**config.mk**
```make
export PLATFORM = sky130hd
export DESIGN_NAME = interfaz_tx
export DESIGN_NICKNAME = d
export VERILOG_FILES = /design/src/rtl/interfaz_tx_pkg.sv /design/src/rtl/interfaz_tx.sv
export SDC_FILE = /design/constraint.sdc
export NUM_CORES = 1
export LEC_CHECK = 0
export CORE_MARGIN = 10
export CORE_UTILIZATION = 30
export DETAILED_ROUTE_END_ITERATION = 12
export GPL_ROUTABILITY_DRIVEN = 0
export HOLD_SLACK_MARGIN = 0.02
export PLACE_DENSITY_LB_ADDON = 0.2
export SLEW_MARGIN = 20
export SYNTH_ARGS = -nofsm -noshare
export SYNTH_HDL_FRONTEND = slang
export SYNTH_SLANG_ARGS = --single-unit
```
**constraint.sdc**
```tcl
create_clock -name i_clk -period 2.9 [get_ports i_clk]
set_input_delay 0.435 -clock i_clk [delete_from_list [all_inputs] [get_ports i_clk]]
set_output_delay 0.435 -clock i_clk [all_outputs]
set_load 0.02 [all_outputs]
```
**src/rtl/interfaz_tx_pkg.sv**
```systemverilog
// ============================================================================
// interfaz_tx_pkg
// Shared defaults and state encoding for the UART/ALU interface blocks.
// INTERFAZ_TX_CHECKSUM_EN appends an XOR checksum byte to every frame.
// Revision: 1.0
// ============================================================================
`default_nettype none

package interfaz_tx_pkg;

  localparam int DBIT_DEFAULT      = 8;
  localparam int NB_RESULT_DEFAULT = 8;

  typedef enum logic [1:0] {
    ST_IDLE  = 2'd0,
    ST_START = 2'd1,
    ST_WAIT  = 2'd2,
    ST_DONE  = 2'd3
  } state_e;

`ifdef INTERFAZ_TX_CHECKSUM_EN
  localparam int CHECKSUM_BYTES = 1;
`else
  localparam int CHECKSUM_BYTES = 0;
`endif

endpackage

`default_nettype wire

```
**src/rtl/interfaz_tx.sv**
```systemverilog
// ============================================================================
// interfaz_tx
// Captures an ALU result and sends it LSB byte first to the UART transmitter,
// one start pulse per byte. INTERFAZ_TX_CHECKSUM_EN adds a trailing XOR byte.
// Revision: 1.0
// ============================================================================
`default_nettype none

module interfaz_tx
  import interfaz_tx_pkg::*;
#(
  parameter int DBIT      = DBIT_DEFAULT,
  parameter int NB_RESULT = NB_RESULT_DEFAULT
) (
  input  logic                        i_clk,
  input  logic                        i_rst,
  input  logic signed [NB_RESULT-1:0] i_result,
  input  logic                        i_alu_done,
  input  logic                        i_tx_done,
  output logic                        o_tx_start,
  output logic [DBIT-1:0]             o_data,
  output logic                        o_busy,
  output logic                        o_frame_done
);

  localparam int NB_BYTES = NB_RESULT / DBIT;
  localparam int NB_TX    = NB_BYTES + CHECKSUM_BYTES;
  localparam int IDX_W    = $clog2(NB_TX + 1);
  localparam logic [IDX_W-1:0] LAST_IDX = IDX_W'(NB_TX - 1);

  state_e                 state_d, state_q;
  logic [IDX_W-1:0]       idx_d, idx_q;
  logic [NB_RESULT-1:0]   result_d, result_q;
  logic [DBIT-1:0]        data_d, data_q;
  logic                   tx_start_d, tx_start_q;
  logic                   busy_d, busy_q;
  logic                   frame_done_d, frame_done_q;
  logic [IDX_W-1:0]       w_next_idx;
  logic [DBIT-1:0]        w_bytes [NB_BYTES];

  for (genvar b = 0; b < NB_BYTES; b++) begin : g_bytes
    assign w_bytes[b] = result_q[b*DBIT +: DBIT];
  end

`ifdef INTERFAZ_TX_CHECKSUM_EN
  logic [DBIT-1:0] chk_d, chk_q;
  logic [DBIT-1:0] w_in_bytes [NB_BYTES];

  for (genvar b = 0; b < NB_BYTES; b++) begin : g_in_bytes
    assign w_in_bytes[b] = i_result[b*DBIT +: DBIT];
  end

  // Checksum is folded at capture time so the last byte is ready without delay.
  always_comb begin
    chk_d = chk_q;
    if (state_q == ST_IDLE && i_alu_done) begin
      chk_d = '0;
      for (int k = 0; k < NB_BYTES; k++) chk_d = chk_d ^ w_in_bytes[k];
    end
  end

  always_ff @(posedge i_clk or negedge i_rst) begin
    if (!i_rst) chk_q <= '0;
    else        chk_q <= chk_d;
  end
`endif

  function automatic logic [DBIT-1:0] pick_byte(input logic [IDX_W-1:0] idx);
    logic [DBIT-1:0] r;
    r = '0;
    for (int k = 0; k < NB_BYTES; k++) begin
      if (idx == IDX_W'(k)) r = w_bytes[k];
    end
`ifdef INTERFAZ_TX_CHECKSUM_EN
    if (idx == IDX_W'(NB_BYTES)) r = chk_q;
`endif
    return r;
  endfunction

  assign w_next_idx = idx_q + 1'b1;

  always_comb begin
    state_d      = state_q;
    idx_d        = idx_q;
    result_d     = result_q;
    data_d       = data_q;
    tx_start_d   = 1'b0;
    busy_d       = busy_q;
    frame_done_d = 1'b0;
    case (state_q)
      ST_IDLE: begin
        if (i_alu_done) begin
          state_d    = ST_START;
          idx_d      = '0;
          result_d   = i_result;
          data_d     = i_result[DBIT-1:0];
          tx_start_d = 1'b1;
          busy_d     = 1'b1;
        end
      end
      ST_START: state_d = ST_WAIT;
      ST_WAIT: begin
        if (i_tx_done) begin
          if (idx_q == LAST_IDX) begin
            state_d      = ST_DONE;
            frame_done_d = 1'b1;
          end else begin
            state_d    = ST_START;
            idx_d      = w_next_idx;
            data_d     = pick_byte(w_next_idx);
            tx_start_d = 1'b1;
          end
        end
      end
      ST_DONE: begin
        state_d = ST_IDLE;
        busy_d  = 1'b0;
      end
      default: state_d = ST_IDLE;
    endcase
  end

  always_ff @(posedge i_clk or negedge i_rst) begin
    if (!i_rst) begin
      state_q      <= ST_IDLE;
      idx_q        <= '0;
      result_q     <= '0;
      data_q       <= '0;
      tx_start_q   <= 1'b0;
      busy_q       <= 1'b0;
      frame_done_q <= 1'b0;
    end else begin
      state_q      <= state_d;
      idx_q        <= idx_d;
      result_q     <= result_d;
      data_q       <= data_d;
      tx_start_q   <= tx_start_d;
      busy_q       <= busy_d;
      frame_done_q <= frame_done_d;
    end
  end

  assign o_tx_start   = tx_start_q;
  assign o_data       = data_q;
  assign o_busy       = busy_q;
  assign o_frame_done = frame_done_q;

endmodule

`default_nettype wire

```
# Word level (Yosys, flattened, before mapping)
# Index checks and enable logic that the tools add are counted.
# word_totals
n_memories	0
word_cells	44
output_inout_bits	11
latch_bits	0
mem_bits_ro	0
register_bits	22
ram_bits	0
# op_classes
eq_ne	6
n_addsub	1
n_reduce_logical	8
mul	0
n_mux	22
shifts	0
n_lt_le_gt_ge	0
n_bitwise	0
n_div	0
# ops
op	n
$mux W8	4
$pmux W8 S2	1
$mux W1	10
$pmux W2 S4	1
$mux W2	3
$ne A2 B2 Y1 const B	3
$pmux W1 S2	3
$reduce_and A2 Y1	3
$eq A2 B2 Y1 const B	2
$reduce_and A4 Y1	1
$reduce_bool A2 Y1	2
$reduce_and A3 Y1	1
$eq A2 B1 Y1 const B	1
$logic_not A2 Y1	1
$add A1 B1 Y1 const B	1

# Logic depth before layout (Yosys ltp)
# Gate-level depths: netlist of run 1.
# logic_depth
ltp_word	5
mapped_depth	5
mapped_depth_nobuf	5

# Least setup slack after synthesis of run 1
# Ideal clock, no wire load.
# synth_timing
kind	reg2reg
from	reg state_q[0]
to	reg data_q[0], in the netlist o_data[0]
arrival_ns	1.209
stages_incl_launch_ff	6
required_time_ns	2.775
path_slack_ns	1.566
path_cell_list	dfrtp_1 > inv_1 > ha_1 > nand2b_4 > nand3_4 > mux2_2
# synth_via
elab_chain_cells	3
# synth_lines
item	line	rtl
start: declaration	interfaz_tx.sv:31	state_e state_d, state_q;
start signal: assignment	interfaz_tx.sv:133	state_q <= state_d;
$eq A2 B2 Y1 or $logic_not A2 Y1 (tied branches)	interfaz_tx.sv:90	case (state_q)
$ne A2 B2 Y1 (no line) or $reduce_bool A2 Y1 (tied branches)	n/a	
$reduce_and A4 Y1 (no line)	n/a	
end signal: assignment	interfaz_tx.sv:136	data_q <= data_d;
end: declaration	interfaz_tx.sv:34	logic [DBIT-1:0] data_d, data_q;
# Parallel ways exist; a longest one is shown, timed or not.
# A chain may end at the register's enable or synchronous reset.

# Worst setup path in the final report of run 1
# layout_timing
from	reg state_q[0]
to	reg data_q[5], in the netlist o_data[5]
# The elaborated chain is that of the path after synthesis.

==> results of run 1 <==
metal layers:
layer | GRT usage, % | up-vias
met2 | 10.02 | 12
met1 | 7.490 | 199
met3 | 3.898 | 2
met4 | 0.8021 | 0
li1 | - | 215
met5 | 0 | -
flip-flops by register name, summed over array words and instances (netlist names):
| register | cells |
|---|---|
| o_frame_done | 1 |
| o_data | 8 |
| o_tx_start | 1 |
| o_busy | 1 |
| state_q | 2 |
per-stage QoR:
step / power [W] / cell area (um^2) / worst slack [ns] / hold WS [ns] / instances
2_1_floorplan: 0.0006532 / 630.6 / 1.566 / 0.1394 / 49
3_3_place_gp: 0.0008639 / 880.8 / 1.187 / 0.4946 / 97
3_5_place_dp: 0.0008663 / 880.8 / 1.176 / 0.4940 / 97
4_1_cts: 0.0009823 / 907.1 / 1.187 / 0.5133 / 101
5_1_grt: 0.001038 / 907.1 / 1.074 / 0.5284 / 101
6_report: 0.0009607 / 907.1 / 1.214 / 0.5075 / 101
Yosys cell counts:
| cell | number |
|---|---|
| dfrtp_1 | 13 |
| mux2_2 | 8 |
| nor2b_1 | 8 |
| ha_1 | 4 |
| inv_1 | 3 |
| and2_2 | 2 |
| a2bb2oi_1 | 1 |
| and2_1 | 1 |
| clkbuf_1 | 1 |
| mux2i_1 | 1 |
| nand2b_1 | 1 |
| nand2b_4 | 1 |
| nand3_1 | 1 |
| nand3_4 | 1 |
| nor2_1 | 1 |
| o21ai_1 | 1 |
| o2bb2ai_1 | 1 |
logic make-up (layout without fill, tap and decap cells):
kind of cell	count (synthesis)	after routing
compound gates	3	3
fa+ha+maj	4	4
buf+inv	4	29
flops	13	13
mux	9	9
simple gates	16	16
path summary, 6_finish.rpt:
kind / endpoint / slack, ns / startpoint
min reg2reg: o_data[0] / 0.51 / o_data[0]
min: o_data[0] / 0.51 / o_data[0]
max reg2reg: o_data[5] / 1.21 / state_q[0]
max: o_data[5] / 1.21 / state_q[0]
max in group asynchronous: o_data[2] / 1.98 / i_rst
min in group asynchronous: o_busy / 0.54 / i_rst
area by class of cell:
cell class                 count  share of cell area, %
multi-input combinational     32                  32.00
tap                           27                  3.724
timing repair buffer          22                  24.28
clock buffer                   4                  2.897
sequential                    13                  35.86
inverter                       3                  1.241
cell usage in the layout, fill, tap and decap left out:
cell,synthesis,final
a2bb2oi_1,1,1
and2_1,1,1
and2_2,2,2
clkbuf_1,1,1
clkbuf_4,0,3
clkdlybuf4s50_1,0,22
dfrtp_1,13,13
ha_1,4,4
inv_1,3,3
mux2_2,8,8
mux2i_1,1,1
nand2b_1,1,1
nand2b_4,1,1
nand3_1,1,1
nand3_4,1,1
nor2_1,1,1
nor2b_1,8,8
o21ai_1,1,1
o2bb2ai_1,1,1
worst reg2reg max path, delay by kind of cell (launching register included):
kind / cells / cell delay, ns
buffers and inverters: 1 / 0.11
muxes: 1 / 0.35
and+or+nand+nor: 2 / 0.36
DFF: 1 / 0.40
adders and majority gates: 1 / 0.36
power by group:
group	internal (W)	total [W]	switching, W
combinational	0.000280	0.000540	0.000259
clock	0.0000532	0.000110	0.0000573
sequential	0.000268	0.000310	0.0000425
total	0.000602	0.000961	0.000359
==> impl_metrics.py, run 1 <==
metrics = {
    "run_status": {
        "status": "completed",
    },
    "yosys": {
        "synth_area_leaders": "dfrtp_1 52%, mux2_2 14%, ha_1 7.9%",
        "syn_nets": 65,
        "synthCells": 49,
        "synth_top_family_by_area": "simple AND/OR/NAND/NOR gates",
        "synth-simple-area-share_pct": 18.65,
        "synth_xor_area_share_pct": 0,
        "synth_top_area_cell": "dfrtp_1",
        "avgSynthCellArea_um2": 12.87,
        "synth-adder-area-share_pct": 7.937,
        "synth_seq_cells": 13,
        "yosysSeqAreaShare_pct": 51.59,
        "synthMuxAreaShare_pct": 15.87,
        "synth_compound_area_share_pct": 3.571,
        "synth_warnings": 0,
        "synth_area_um2": 630.6,
        "synth_top_cell_area_share_pct": 51.59,
        "ys_types": 17,
    },
    "clock_network": {
        "cts_tree": "done",
        "cts_setup_buffers": 0,
        "h-tree-depth": 1,
        "cts_resized": 0,
        "cts_buffers": 3,
        "cts_buffer_depth": 2,
        "cts_sinks": 13,
        "cts_hold_buffers": 0,
        "clockRootBuffer": "clkbuf_4",
        "path_clk_slew_ns": 0.08,
        "clk_latency_ns": 0.27,
    },
    "worst_setup_path": {
        "startpoint_type": "register",
        "cp_data_required_time_ns": 3.06,
        "crit_family": "flip-flops",
        "r2r.worst_path.cells": 5,
        "arrival_ns": 1.84,
        "cp_cell_sequence": "inv_1, ha_1, nand2b_1, nand3_4, mux2_2",
        "crit_fanout": 11,
        "critical_path_depth": 5,
        "endpoint_kind": "register",
        "critical_path_class": "register to register",
        "critPathBufInv": 1,
        "slowest_stage": "dfrtp_1",
        "cpPeakStageDelay_ns": 0.40,
    },
    "floorplan": {
        "die_w_um": 65.85,
        "die-height_um": 65.85,
        "dieArea_um2": 4336,
        "start_util_pct": 31.82,
        "boundaryPins": 23,
        "coreArea_um2": 1982,
        "row_count": 16,
    },
    "cells_and_area": {
        "regArea_um2": 325.3,
        "utilization_pct": 45.77,
        "multi_input_area_um2": 290.3,
        "fillCellCount": 189,
        "antennaDiodeCount": 0,
        "layout.nets": 91,
        "layout-drive-gt1-share_pct": 20.27,
        "synthToLayoutAreaGrowth_pct": 43.85,
    },
    "route": {
        "routed-wl-met2_um": 678,
        "met3_length_um": 132,
        "totalWireLength_um": 1354,
        "final_antenna_net_count": 0,
        "drt_first_iter_violations": 7,
        "num_vias": 428,
        "top_layer_used": "met4",
        "vias_per_cell": 4.238,
        "wl_per_cell_um": 13.41,
        "drt_pre_antenna_iters": 4,
        "drt-met1-wl_um": 535,
        "drc": 0,
    },
    "timing": {
        "period_needed_ns": 1.686,
        "fmax_ghz": 0.5932,
        "fin_skew_ns": 0.001634,
        "worst_pin_slew_ns": 0.5948,
        "finalHoldViolations": 0,
        "finalCritPeriodShare_pct": 58.13,
        "slew_violations": 0,
        "slew_headroom_pct": 60.23,
        "finalSetupViolations": 0,
        "rsz0062_at_grt": "false",
        "fin_setup_tns_ns": 0,
    },
    "power": {
        "leakage_nw": 0.4022,
        "ir_drop_mv": 0.4881,
        "p_per_area_nw_per_um2": 1059,
    },
    "place": {
        "portBuffers": 22,
        "dpl.hpwl_um": 1087,
    },
    "hold_path": {
        "hold_depth": 1,
        "worstHoldPathType": "register to register",
    },
    "global_routing": {
        "grt_pass1_vias": 458,
        "grt_max_degree": 14,
        "grt_antenna_before_repair": 0,
        "overflow": 0,
        "grt_pass1_wl_um": 2187,
        "track_usage_pct": 6.414,
    },
    "job": {
        "drv_cap": 0,
    },
}
No activity file was read; power rests on OpenSTA's default activity.
==> run 2: changes to the inputs <==
Clock period 2.9 ns to 1.6 ns, I/O delays scaled along.
==> run 2 against run 1 <==
- final cell count increased by 2.0%
- combinational power rose by 85%
- clock skew rose by 0.0018 ns
- largest cell class unchanged
- largest power group unchanged
- register-to-register slack worse by 1.1 ns
- non-clock buffer count grew 2
- setup slack got worse by 1.1 ns
- critical path depth is 4 lower
- highest routed layer unchanged
==> impl_metrics.py, run 2 (synthesis results as in run 1) <==
metrics = {
    "timing": {
        "finalHoldViolations": 0,
        "slew_violations": 0,
        "period_needed_ns": 1.479,
        "slew_headroom_pct": 79.09,
        "worst_pin_slew_ns": 0.3127,
        "finalSetupViolations": 0,
        "fin_setup_tns_ns": 0,
        "finalCritPeriodShare_pct": 92.44,
        "fin_skew_ns": 0.003390,
        "fmax_ghz": 0.6761,
        "rsz0062_at_grt": "false",
        "worst_slack_ns": 0.1209,
    },
    "worst_setup_path": {
        "critical_path_class": "register to output port",
        "critPathBufInv": 1,
        "endpoint_kind": "output port",
        "slowest_stage": "clkdlybuf4s50_1",
        "worstReg2RegEnd": "o_data[2]",
        "cp_cell_sequence": "clkdlybuf4s50_1",
        "r2r_setup_slack_ns": 0.14,
        "startpoint_type": "register",
        "r2r.worst_path.cells": 5,
        "crit_fanout": 2,
        "crit_family": "buffers and inverters",
        "cp_data_required_time_ns": 1.36,
        "crit-reg2reg-launch": "state_q[0]",
        "cpPeakStageDelay_ns": 0.61,
        "arrival_ns": 1.24,
    },
    "clock_network": {
        "cts_hold_buffers": 0,
        "clk_latency_ns": 0.27,
        "cts_tree": "done",
        "cts_buffers": 3,
        "cts_sinks": 13,
        "clockRootBuffer": "clkbuf_4",
        "cts_buffer_depth": 2,
        "cts_resized": 0,
        "h-tree-depth": 1,
        "cts_setup_buffers": 0,
        "path_clk_slew_ns": 0.08,
    },
    "global_routing": {
        "grt_max_degree": 11,
        "track_usage_pct": 6.483,
        "overflow": 0,
        "grt_antenna_before_repair": 0,
        "grt_pass1_vias": 437,
        "grt_pass1_wl_um": 2097,
    },
    "power": {
        "ir_drop_mv": 0.7411,
        "p_per_area_nw_per_um2": 1905,
        "leakage_nw": 0.4122,
        "seqPwrFrac_pct": 31.8,
        "internal_power_w": 0.001104,
        "swShare_pct": 37.16,
        "power_switching_w": 0.0006527,
        "power_frac_comb_pct": 56.9,
        "pwr-share-clk_pct": 11.3,
    },
    "route": {
        "drt_first_iter_violations": 5,
        "num_vias": 424,
        "vias_per_cell": 4.117,
        "final_antenna_net_count": 0,
        "drt_pre_antenna_iters": 3,
        "drc": 0,
        "wl_per_cell_um": 12.90,
        "totalWireLength_um": 1329,
    },
    "cells_and_area": {
        "synthToLayoutAreaGrowth_pct": 46.23,
        "layout.cells.non_filler": 103,
        "antennaDiodeCount": 0,
        "stdcell_area_um2": 922.1,
        "regArea_um2": 325.3,
        "layout-drive-gt1-share_pct": 22.37,
        "multi_input_area_um2": 290.3,
        "final_common_cell": "clkdlybuf4s50_1",
        "largest_reg_flops": 8,
        "final_cell_mix": "22 x clkdlybuf4s50_1, 13 x dfrtp_1, 8 x nor2b_1, 8 x mux2_2, 4 x ha_1",
        "fillCellCount": 188,
        "layout.nets": 93,
    },
    "place": {
        "placed_area_um2": 895.9,
        "dpl.hpwl_um": 1082,
        "place_worst_setup_slack_ns": 0.08795,
        "portBuffers": 22,
        "dp.cells": 99,
    },
    "hold_path": {
        "worstHoldPathType": "primary input to async pin",
    },
    "floorplan": {
        "boundaryPins": 23,
        "start_util_pct": 31.82,
        "die_w_um": 65.85,
        "die-height_um": 65.85,
        "coreArea_um2": 1982,
        "row_count": 16,
        "dieArea_um2": 4336,
    },
    "run_status": {
        "status": "completed",
    },
    "job": {
        "drv_cap": 0,
    },
}
run 2: cell count changes in the layout (fill, tap and decap cells not counted), sizes merged:
| cell | delta |
|---|---|
| buf | +2 |
run 2: cell type report:
class                      count  area share [%]
clock buffer                   4           2.849
inverter                       3           1.221
multi-input combinational     32           31.48
sequential                    13           35.28
tap                           27           3.664
timing repair buffer          24           25.51
run 2: worst max path at each step:
stage	from	end	slack, ns	cells after the start
after floorplan	state_q[0]	o_data[0]	0.27	5
after global routing	state_q[0]	o_data[4]	0.02	5
after CTS	o_data[7]	o_data[7]	0.1	1
after global placement	i_alu_done	o_data[0]	0.1	4
final	o_data[2]	o_data[2]	0.12	1
after detailed placement	i_alu_done	o_data[2]	0.09	4
run 2: power groups by stage:
stage / Clock, W / Combinational (W) / Sequential, W
final: 0.000198 / 0.000999 / 0.000559
after global routing: 0.000232 / 0.00108 / 0.000580
after CTS: 0.000213 / 0.00102 / 0.000562
after detailed placement: 0 / 0.00102 / 0.000569
after global placement: 0 / 0.00101 / 0.000566
after floorplan: 0 / 0.000466 / 0.000718
run 2: per-layer routing:
metal | track usage, % | routed length (um) | up-vias
met5 | 0 | 0 | -
met3 | 3.729 | 110 | 2
met4 | 3.209 | 13 | 0
li1 | - | - | 217
met1 | 6.907 | 553 | 193
met2 | 10.02 | 651 | 12
run 2: stage by stage:
| stage | hold slack [ns] | total power [W] | utilization (%) |
|---|---|---|---|
| after floorplan | -0.05559 | 0.001184 | - |
| after global placement | 0.4870 | 0.001575 | 45.20 |
| after detailed placement | 0.4953 | 0.001590 | 45.20 |
| after CTS | 0.2287 | 0.001798 | 46.53 |
| after global routing | 0.2251 | 0.001895 | 46.53 |
| final | 0.2163 | 0.001756 | 46.53 |
